[src/rtl/spi_peripheral.sv]
// spi_peripheral: SPI mode-0 subordinate with an ADXL362-style 8-bit register file (0x0A write, 0x0B read).
// Optional build macro SPI_PERIPHERAL_BURST_EN enables multi-byte, auto-incrementing transfers. Rev 1.0
`timescale 1ns/1ps
`default_nettype none

module spi_peripheral #(
  parameter int         CLK_FREQUENCY = 100_000_000,
  parameter int         NUM_REGS      = 64,
  parameter logic [7:0] DEVID_VAL     = 8'hAD,
  parameter logic [7:0] PARTID_VAL    = 8'hF2
) (
  input  logic       clk,
  input  logic       rst,
  input  logic       sclk,
  input  logic       mosi,
  input  logic       cs,
  output logic       miso,
  input  logic [7:0] status_in,
  output logic       reg_wr_valid,
  output logic [7:0] reg_wr_addr,
  output logic [7:0] reg_wr_data,
  output logic       busy
);

  localparam int         AW            = (NUM_REGS > 1) ? $clog2(NUM_REGS) : 1;
  localparam logic [7:0] CMD_WR        = 8'h0A;
  localparam logic [7:0] CMD_RD        = 8'h0B;
  localparam logic [7:0] SOFT_RST_ADDR = 8'h1F;
  localparam logic [7:0] SOFT_RST_KEY  = 8'h52;
`ifdef SPI_PERIPHERAL_BURST_EN
  localparam bit BURST = 1'b1;
`else
  localparam bit BURST = 1'b0;
`endif

  // Legal configurations generate nothing here; SCLK must stay at or below CLK_FREQUENCY/8.
  if (CLK_FREQUENCY < 8 || NUM_REGS > 256) begin : g_param_range
  end

  typedef enum logic [2:0] {
    S_IDLE    = 3'd0,
    S_CMD     = 3'd1,
    S_ADDR    = 3'd2,
    S_WR_DATA = 3'd3,
    S_RD_DATA = 3'd4,
    S_IGNORE  = 3'd5
  } state_t;

  state_t state, state_n;

  logic [1:0] sclk_sync, mosi_sync, cs_sync;
  logic       sclk_d, cs_d, armed;
  logic       sclk_s, mosi_s, cs_s;
  logic       rise, fall, cs_fall, byte_done;

  logic [2:0] bitcnt;
  logic [6:0] shift_in;
  logic [7:0] shift_out;
  logic [7:0] addr;
  logic       is_wr;
  logic [7:0] regs [NUM_REGS];

  logic [7:0] sh_next, rd_addr, rd_data;
  logic       wr_ok;

  // cs flops reset "low" so a cs held low across reset never looks like a fresh fall.
  always_ff @(posedge clk or posedge rst) begin
    if (rst) begin
      sclk_sync <= '0;
      mosi_sync <= '0;
      cs_sync   <= '0;
      sclk_d    <= 1'b0;
      cs_d      <= 1'b0;
      armed     <= 1'b0;
      busy      <= 1'b0;
    end else begin
      sclk_sync <= {sclk_sync[0], sclk};
      mosi_sync <= {mosi_sync[0], mosi};
      cs_sync   <= {cs_sync[0], cs};
      sclk_d    <= sclk_sync[1];
      cs_d      <= cs_sync[1];
      if (cs_sync[1]) armed <= 1'b1;
      busy      <= armed & ~cs_sync[1];
    end
  end

  assign sclk_s    = sclk_sync[1];
  assign mosi_s    = mosi_sync[1];
  assign cs_s      = cs_sync[1];
  assign rise      = sclk_s & ~sclk_d;
  assign fall      = ~sclk_s & sclk_d;
  assign cs_fall   = cs_d & ~cs_s;
  assign byte_done = rise & (bitcnt == 3'd7);
  assign sh_next   = {shift_in, mosi_s};

  function automatic logic implemented(input logic [7:0] a);
    return int'({24'd0, a}) < NUM_REGS;
  endfunction

  function automatic logic read_only(input logic [7:0] a);
    return (a <= 8'h03) || (a == 8'h0B);
  endfunction

  assign wr_ok   = implemented(addr) && !read_only(addr);
  assign rd_addr = (state == S_ADDR) ? sh_next : addr + 8'd1;

  always_comb begin
    rd_data = 8'h00;
    case (rd_addr)
      8'h00:   rd_data = DEVID_VAL;
      8'h01:   rd_data = 8'h1D;
      8'h02:   rd_data = PARTID_VAL;
      8'h03:   rd_data = 8'h01;
      8'h0B:   rd_data = status_in;
      default: if (implemented(rd_addr)) rd_data = regs[rd_addr[AW-1:0]];
    endcase
  end

  always_ff @(posedge clk or posedge rst) begin
    if (rst) state <= S_IDLE;
    else     state <= state_n;
  end

  always_comb begin
    state_n = state;
    case (state)
      S_IDLE:    if (cs_fall) state_n = S_CMD;
      S_CMD:     if (byte_done)
                   state_n = (sh_next == CMD_WR || sh_next == CMD_RD) ? S_ADDR : S_IGNORE;
      S_ADDR:    if (byte_done) state_n = is_wr ? S_WR_DATA : S_RD_DATA;
      S_WR_DATA,
      S_RD_DATA: if (byte_done && !BURST) state_n = S_IGNORE;
      default:   state_n = state;
    endcase
    if (cs_s) state_n = S_IDLE;
  end

  always_ff @(posedge clk or posedge rst) begin
    if (rst) begin
      bitcnt       <= '0;
      shift_in     <= '0;
      shift_out    <= '0;
      addr         <= '0;
      is_wr        <= 1'b0;
      miso         <= 1'b0;
      reg_wr_valid <= 1'b0;
      reg_wr_addr  <= '0;
      reg_wr_data  <= '0;
      for (int i = 0; i < NUM_REGS; i++) regs[i] <= '0;
    end else begin
      reg_wr_valid <= 1'b0;
      if (cs_s || state == S_IDLE) begin
        bitcnt <= '0;
        miso   <= 1'b0;
      end else begin
        if (rise && state != S_IGNORE) begin
          shift_in <= sh_next[6:0];
          bitcnt   <= bitcnt + 3'd1;
        end
        case (state)
          S_CMD: if (byte_done) is_wr <= (sh_next == CMD_WR);
          S_ADDR: if (byte_done) begin
            addr      <= sh_next;
            shift_out <= rd_data;
          end
          S_RD_DATA: begin
            if (fall) begin
              miso      <= shift_out[7];
              shift_out <= {shift_out[6:0], 1'b0};
            end
            if (byte_done) begin
              if (BURST) begin
                addr      <= addr + 8'd1;
                shift_out <= rd_data;
              end else begin
                miso <= 1'b0;
              end
            end
          end
          S_WR_DATA: if (byte_done) begin
            if (wr_ok) begin
              reg_wr_valid <= 1'b1;
              reg_wr_addr  <= addr;
              reg_wr_data  <= sh_next;
              if (addr == SOFT_RST_ADDR && sh_next == SOFT_RST_KEY) begin
                for (int i = 0; i < NUM_REGS; i++) regs[i] <= '0;
              end else begin
                regs[addr[AW-1:0]] <= sh_next;
              end
            end
            if (BURST) addr <= addr + 8'd1;
          end
          S_IGNORE: miso <= 1'b0;
          default: ;
        endcase
      end
    end
  end

endmodule

`default_nettype wire

[config.mk]
export PLATFORM = sky130hd
export DESIGN_NAME = spi_peripheral
export DESIGN_NICKNAME = d
export VERILOG_FILES = /design/src/rtl/spi_peripheral.sv
export SDC_FILE = /design/constraint.sdc
export NUM_CORES = 1
export LEC_CHECK = 0
export CAP_MARGIN = 25
export CORE_MARGIN = 2
export CORE_UTILIZATION = 45
export DETAILED_ROUTE_END_ITERATION = 16
export PLACE_DENSITY = 0.62
export SYNTH_ARGS = -nofsm -noshare
export SYNTH_HDL_FRONTEND = slang
export SYNTH_SLANG_ARGS = --single-unit
[constraint.sdc]
create_clock -name clk -period 18.6 [get_ports clk]
set_clock_uncertainty 0.15 [all_clocks]
set_input_delay 3.72 -clock clk [delete_from_list [all_inputs] [get_ports clk]]
set_output_delay 3.72 -clock clk [all_outputs]
set_load 0.01 [all_outputs]
==> Yosys cells after proc, flatten, opt, wreduce, memory -nomap -nowiden <==
Index checks and enable logic that the tools add are counted.
{ "totals": {"mem_bits_rw": 0, "reg_bits": 570, "n_memories": 0, "latch_bits": 0, "romBits": 0} }
{ "op_classes": {"shift": 0, "n_eq_ne": 23, "multipliers": 0, "n_mux": 31, "add_sub_neg": 2, "bitwise_logic": 11, "div_mod_pow": 0, "reduce_logical": 22, "order_cmp": 6} }
{ "op_table": {"columns": ["operator", "n"], "rows": [
  ["bitwise mux 512 bit", 1],
  ["2-to-1 mux 512 bit", 1],
  ["2-to-1 mux 8 bit", 7],
  ["binary-select mux 8 bit (select 6 bit)", 1],
  ["demux 8 bit (select 6 bit)", 1],
  ["case mux 8 bit (5 select lines)", 1],
  ["equality test 8 x 4 -> 1 bit, second input constant", 4],
  ["2-to-1 mux 3 bit", 9],
  ["equality test 8 x 2 -> 1 bit, second input constant", 2],
  ["less-than comparator 8 x 7 -> 1 bit, second input constant", 2],
  ["case mux 8 bit (2 select lines)", 1],
  ["inequality test 3 bit, second input constant", 5],
  [">= comparator 7 bit, second input constant", 2],
  ["inverter 6 -> 7 bit", 2],
  ["case mux 3 bit (4 select lines)", 1],
  ["equality test 3 bit, second input constant", 3],
  ["adder 8 x 1 -> 8 bit, second input constant", 1],
  ["equality test 8 x 1 -> 1 bit, second input constant", 1],
  ["equality test 8 x 5 -> 1 bit, second input constant", 1],
  ["equality test 8 x 7 -> 1 bit, second input constant", 1],
  ["less-or-equal comparator 8 x 2 -> 1 bit, second input constant", 1],
  ["zero test 8 bit", 1],
  ["AND reduction 4 bit", 2],
  ["less-than comparator 7 x 1 -> 1 bit, second input constant", 1],
  ["other kinds (20)", 43]
]} }

==> Longest topological paths before layout <==
{ "logic_depth": {"word_depth": 10, "ltp_mapped": 13, "ltp_nobuf": 9} }

==> Least setup slack after synthesis <==
No wires, ideal clock.
{ "synth_path": {"path_kind": "input -> register", "start": "in status_in[1]", "end": "reg shift_out[1]", "stages": 5, "setup_ns": 0.127, "t_arrival_ns": 4.217, "setup_slack_ns": 14.106, "n_path_buf": 0, "t_required_ns": 18.323, "path_cell_list": "nand3_1 > o31ai_1 > a21boi_0 > a2bb2oi_1 > o31ai_1"} }
{ "synth_via": {"elab_chain_cells": 3} }
{ "synth_rtl": {"columns": ["element", "line", "text"], "rows": [
  ["from (decl)", "18", "input logic [7:0] status_in,"],
  ["case mux 8 bit (5 select lines)", "109", "case (rd_addr)"],
  ["2-to-1 mux 8 bit", "162", "S_ADDR: if (byte_done) begin"],
  ["case mux 8 bit (2 select lines)", "160", "case (state)"],
  ["to (signal assigned)", "164", "shift_out <= rd_data;"],
  ["to (signal assigned)", "169", "shift_out <= {shift_out[6:0], 1'b0};"],
  ["to (signal assigned)", "174", "shift_out <= rd_data;"],
  ["to (decl)", "58", "logic [7:0] shift_out;"]
]} }
Every way passes these cells. The select of a mux whose other input is x is not followed.
A chain may end at the register's enable or synchronous reset.

==> impl_summary.md <==
Global route
The total overflow left after global routing is 0. Entering global routing, the biggest net connects 86 pins. The number of antenna violations at the first check in global routing is 0. The via count of the first global-routing pass came to between 20000 and 25000. The overall routing resource usage is roughly 30%. The first global-routing pass estimated about 140000 µm of wire.

Flow run
The count of maximum capacitance violations is 0.

Floorplan
The die height is between 200 and 250 µm. The initial core utilization is between 40% and 50%. During I/O placement, the number of pins put on the boundary was 32. The die area is 0.0602 mm². The number of standard-cell rows in the floorplan is 88. The core region is between 0.05 and 0.06 mm². The die boundary width is 245 µm.

STA
Across all setup checks in the final design, the least slack found is between 10 and 15 ns. The final setup TNS is 0 ns. The number of pins with negative max-slew slack in the final report is 0. The final hold violation count was 0.

Final hold analysis gives a worst-case slack of roughly 0.21 ns. Setup repair after global routing left no endpoint under its margin. Measured against its own limit, the worst slew margin works out to between 20% and 30%. After layout, the minimum clock period comes to between 6 and 7 ns. The fmax is between 0.15 and 0.2 GHz. At the pin with the least slew margin, the transition time is 1.17 ns. Of the available clock period, the critical path in the final layout requires 34.5%.

The final count of negative-setup-slack endpoints is 0.

Synthesis
During synthesis, Yosys emitted a total of 0 warnings. The count of different cell masters after synthesis is a little over 80. Counting flops with a built-in enable in the synthesized netlist gives 0. The mean area per synthesized cell is roughly 10 µm². The top flip-flop cell by instance count after synthesis is sky130_fd_sc_hd__dfrtp_1. The sequential area share after synthesis is between 50% and 60%. After synthesis, the cell types taking the most area are sky130_fd_sc_hd__dfrtp_1, sky130_fd_sc_hd__a22o_1, sky130_fd_sc_hd__nand2_1, sky130_fd_sc_hd__nand3_1, sky130_fd_sc_hd__nor2_1. The library cell occupying the most area in the post-synthesis netlist is sky130_fd_sc_hd__dfrtp_1. Summed over its instances, the top area cell type makes up around 54% of the synthesized netlist area. For this run, asynchronously set or reset flops after synthesis account for between 90% and 100%. The number of cells produced by synthesis is about 2500. The post-synthesis instance area is around 0.026 mm². The number of register bits inferred by synthesis is 565. Counting every net in the synthesized netlist gives ~2500.

Critical path
The worst setup slack for register-to-register paths is approximately 13 ns. STA classifies the critical path startpoint as a primary input. In this run the worst path has a maximum fanout of 74. The worst register-to-register path begins at state[1]. The critical path in this run is classified as primary input to asynchronous set/reset pin.

The cell type of the slowest stage on the worst timing path is sky130_fd_sc_hd__buf_4. The worst setup path is captured at an asynchronous set/reset pin. The terminus of the critical flop-to-flop path is shift_out[2]. The data arrival time of the worst path is between 7 and 8 ns. The critical path's top delay family is buffers and inverters. The critical path goes through clkdlybuf4s50_1, clkinvlp_4, buf_12, buf_4, buf_4, buf_4, buf_16. The number of buffers and inverters on the critical path is 7.

The worst reg2reg path depth is 11. The critical path's most frequent cell is sky130_fd_sc_hd__buf_4. The data required time at the worst endpoint is between 15 and 20 ns. The largest single stage delay on the critical path is roughly 0.8 ns.

Worst hold path
The hold-critical path depth is 0. The worst min-delay path category is flop to flop. The startpoint of the lowest-slack hold path is cs_sync[0]. The capture endpoint of the worst hold path is cs_sync[1].

Placed design
The count of input and output buffers is 31. After detailed placement, the design holds a cell count of 3145. The final estimated routing congestion in global placement is around 0.91.

The setup slack at placement is approximately 11 ns. The wire-length estimate of the detail-placed layout is 53700 µm.

Route
Dividing the detail-routed wire length by the instance count gives between 20 and 30 µm. In this run the remaining antenna-violating nets after routing total 0. The number of remaining DRC errors is 0.

The violation count after the first detailed-routing iteration is about 2600. The post-detailed-route via-to-cell ratio is roughly 6.6. After detailed routing, the total wire length is 89700 µm. The total via count in the routed design is roughly 22000.

The first detailed-routing pass ran for 5 iterations.

Clock network
The number of buffers inserted for hold repair after clock tree synthesis is 0. The number of cells upsized or downsized after cts is 0. The clock tree from TritonCTS is done. In this run the deepest clock path goes through 3 buffers.

The total clock buffers created by CTS is 59. The tree is rooted in a sky130_fd_sc_hd__clkbuf_16. The H-tree was split into 2 levels.

Clock latency on the worst-skew pair, taken at its later pin, is between 0.6 and 0.7 ns. The clock-pin slew of the registers on the worst-case setup and hold paths is ~0.06 ns. The number of clock sinks is between 500 and 600. The number of setup buffers added after CTS is 0.

Final layout
The number of cells in the finished layout apart from fillers is between 3000 and 4000. For this run, the post-layout net count is 2464. Compared with the post-synthesis result, the final layout area differs by 11.0%.

Of the cells placed in the final design, the portion with a size suffix greater than 1 is between 10% and 20%. The number of fill cells in the layout is 5203. The repair_antennas step left the layout with diodes totalling 0. For this run, the share of the core covered by cells in the final layout is approximately 50%.

Pwr
The maximum vdd ir drop is between 0.06 and 0.07 mV. The analysis attributes to cell leakage a power of about 0.013 µW. For this design the ratio of total power to cell area is between 90 and 100 mW/mm².

Outcome
The flow ran to the end, and the final reports show no timing, DRC or antenna violations.
-- area by class of cell --
cell class / instances / area [µm²] / share of cell area, %
Clock inverter: 14 / 243 / 0.834
Multi-Input combinational cell: 1725 / 11100 / 38.1
Sequential cell: 565 / 14100 / 48.6
Clock buffer: 93 / 1800 / 6.20
Timing Repair Buffer: 85 / 806 / 2.77
Inverter: 12 / 48.8 / 0.168
Tap cell: 765 / 957 / 3.29
-- worst reg2reg max path: cells and delay by family, from the launching register on --
kind | cells | cell delay (ns)
flops | 1 | 0.66
buf+inv | 3 | 1.38
simple gates | 3 | 1.09
compound gates | 5 | 2.04
-- state kept, by name, indices dropped and copies added (netlist names) --
name and count:
addr 8, armed 1, bitcnt 3, busy 1, cs_d 1, cs_sync 2, is_wr 1, miso 1
mosi_sync 2, reg_wr_addr 8, reg_wr_data 8, reg_wr_valid 1, regs 507, sclk_d 1, sclk_sync 2, shift_in 7
shift_out 8, state 3
-- cell usage after synthesis, drive strengths merged, types with 22 or more instances --
cell and instances:
buf 102, a31oi 22, clkbuf 97, o21ai 74, nand3 167, nand4 28
dfrtp 565, nor2 174, mux2i 48, a32o 25, and2 30, a22o 455
nand2 445, a21oi 39
-- power breakdown --
group	total (µW)	switching (µW)	internal [µW]
logic	272	223	49.5
registers	1270	30.5	1240
clock network	1250	507	744
total	2800	760	2040
-- stage by stage --
stage | instance area (µm²) | total power (µW)
after floorplan | 26200 | 1440
after global placement | 26900 | 1550
after detailed placement | 26900 | 1560
after CTS | 29000 | 2800
after global routing | 29100 | 2870
final | 29100 | 2800
-- worst max path at each step --
stage               start             end  cells past startpoint  slack, ns
CTS                   rst       regs[276]                      6      11.60
global placement      rst       regs[322]                      5      10.69
detailed placement    rst       regs[260]                      6      10.91
floorplan             rst         addr[0]                      1       7.04
finish                rst  reg_wr_data[7]                      7      12.18
global route          rst       regs[278]                      7      11.70
-- layout by cell type (no fill, tap or decap), drive strengths merged, types with 39 or more instances in the layout --
cell type    n
a22o       455
o21ai       74
nor2       174
nand2      445
clkbuf      95
mux2i       48
nand3      167
buf         52
dfrtp      565
a21oi       39
-- layer usage --
layer	part of all wire, %	up-vias	global-route usage, %
met4	4.6	0	13.0
met1	42	10900	42.8
met5	0	-	0
met3	9.7	228	6.14
li1	-	9127	-
met2	44	1276	43.5
-- cells by family after synthesis --
logic type | count (synthesis) | share of synthesized area (%)
AND/OR/NAND/NOR | 914 | 15.8
AO/OA/AOI/OAI | 726 | 22.6
flip-flops | 565 | 53.9
buffers and inverters | 211 | 3.94
multiplexers | 77 | 3.49
XOR/XNOR | 5 | 0.167
adder cells (fa/ha/maj) | 3 | 0.143
Note: power is estimated with default switching activity, not from simulation.
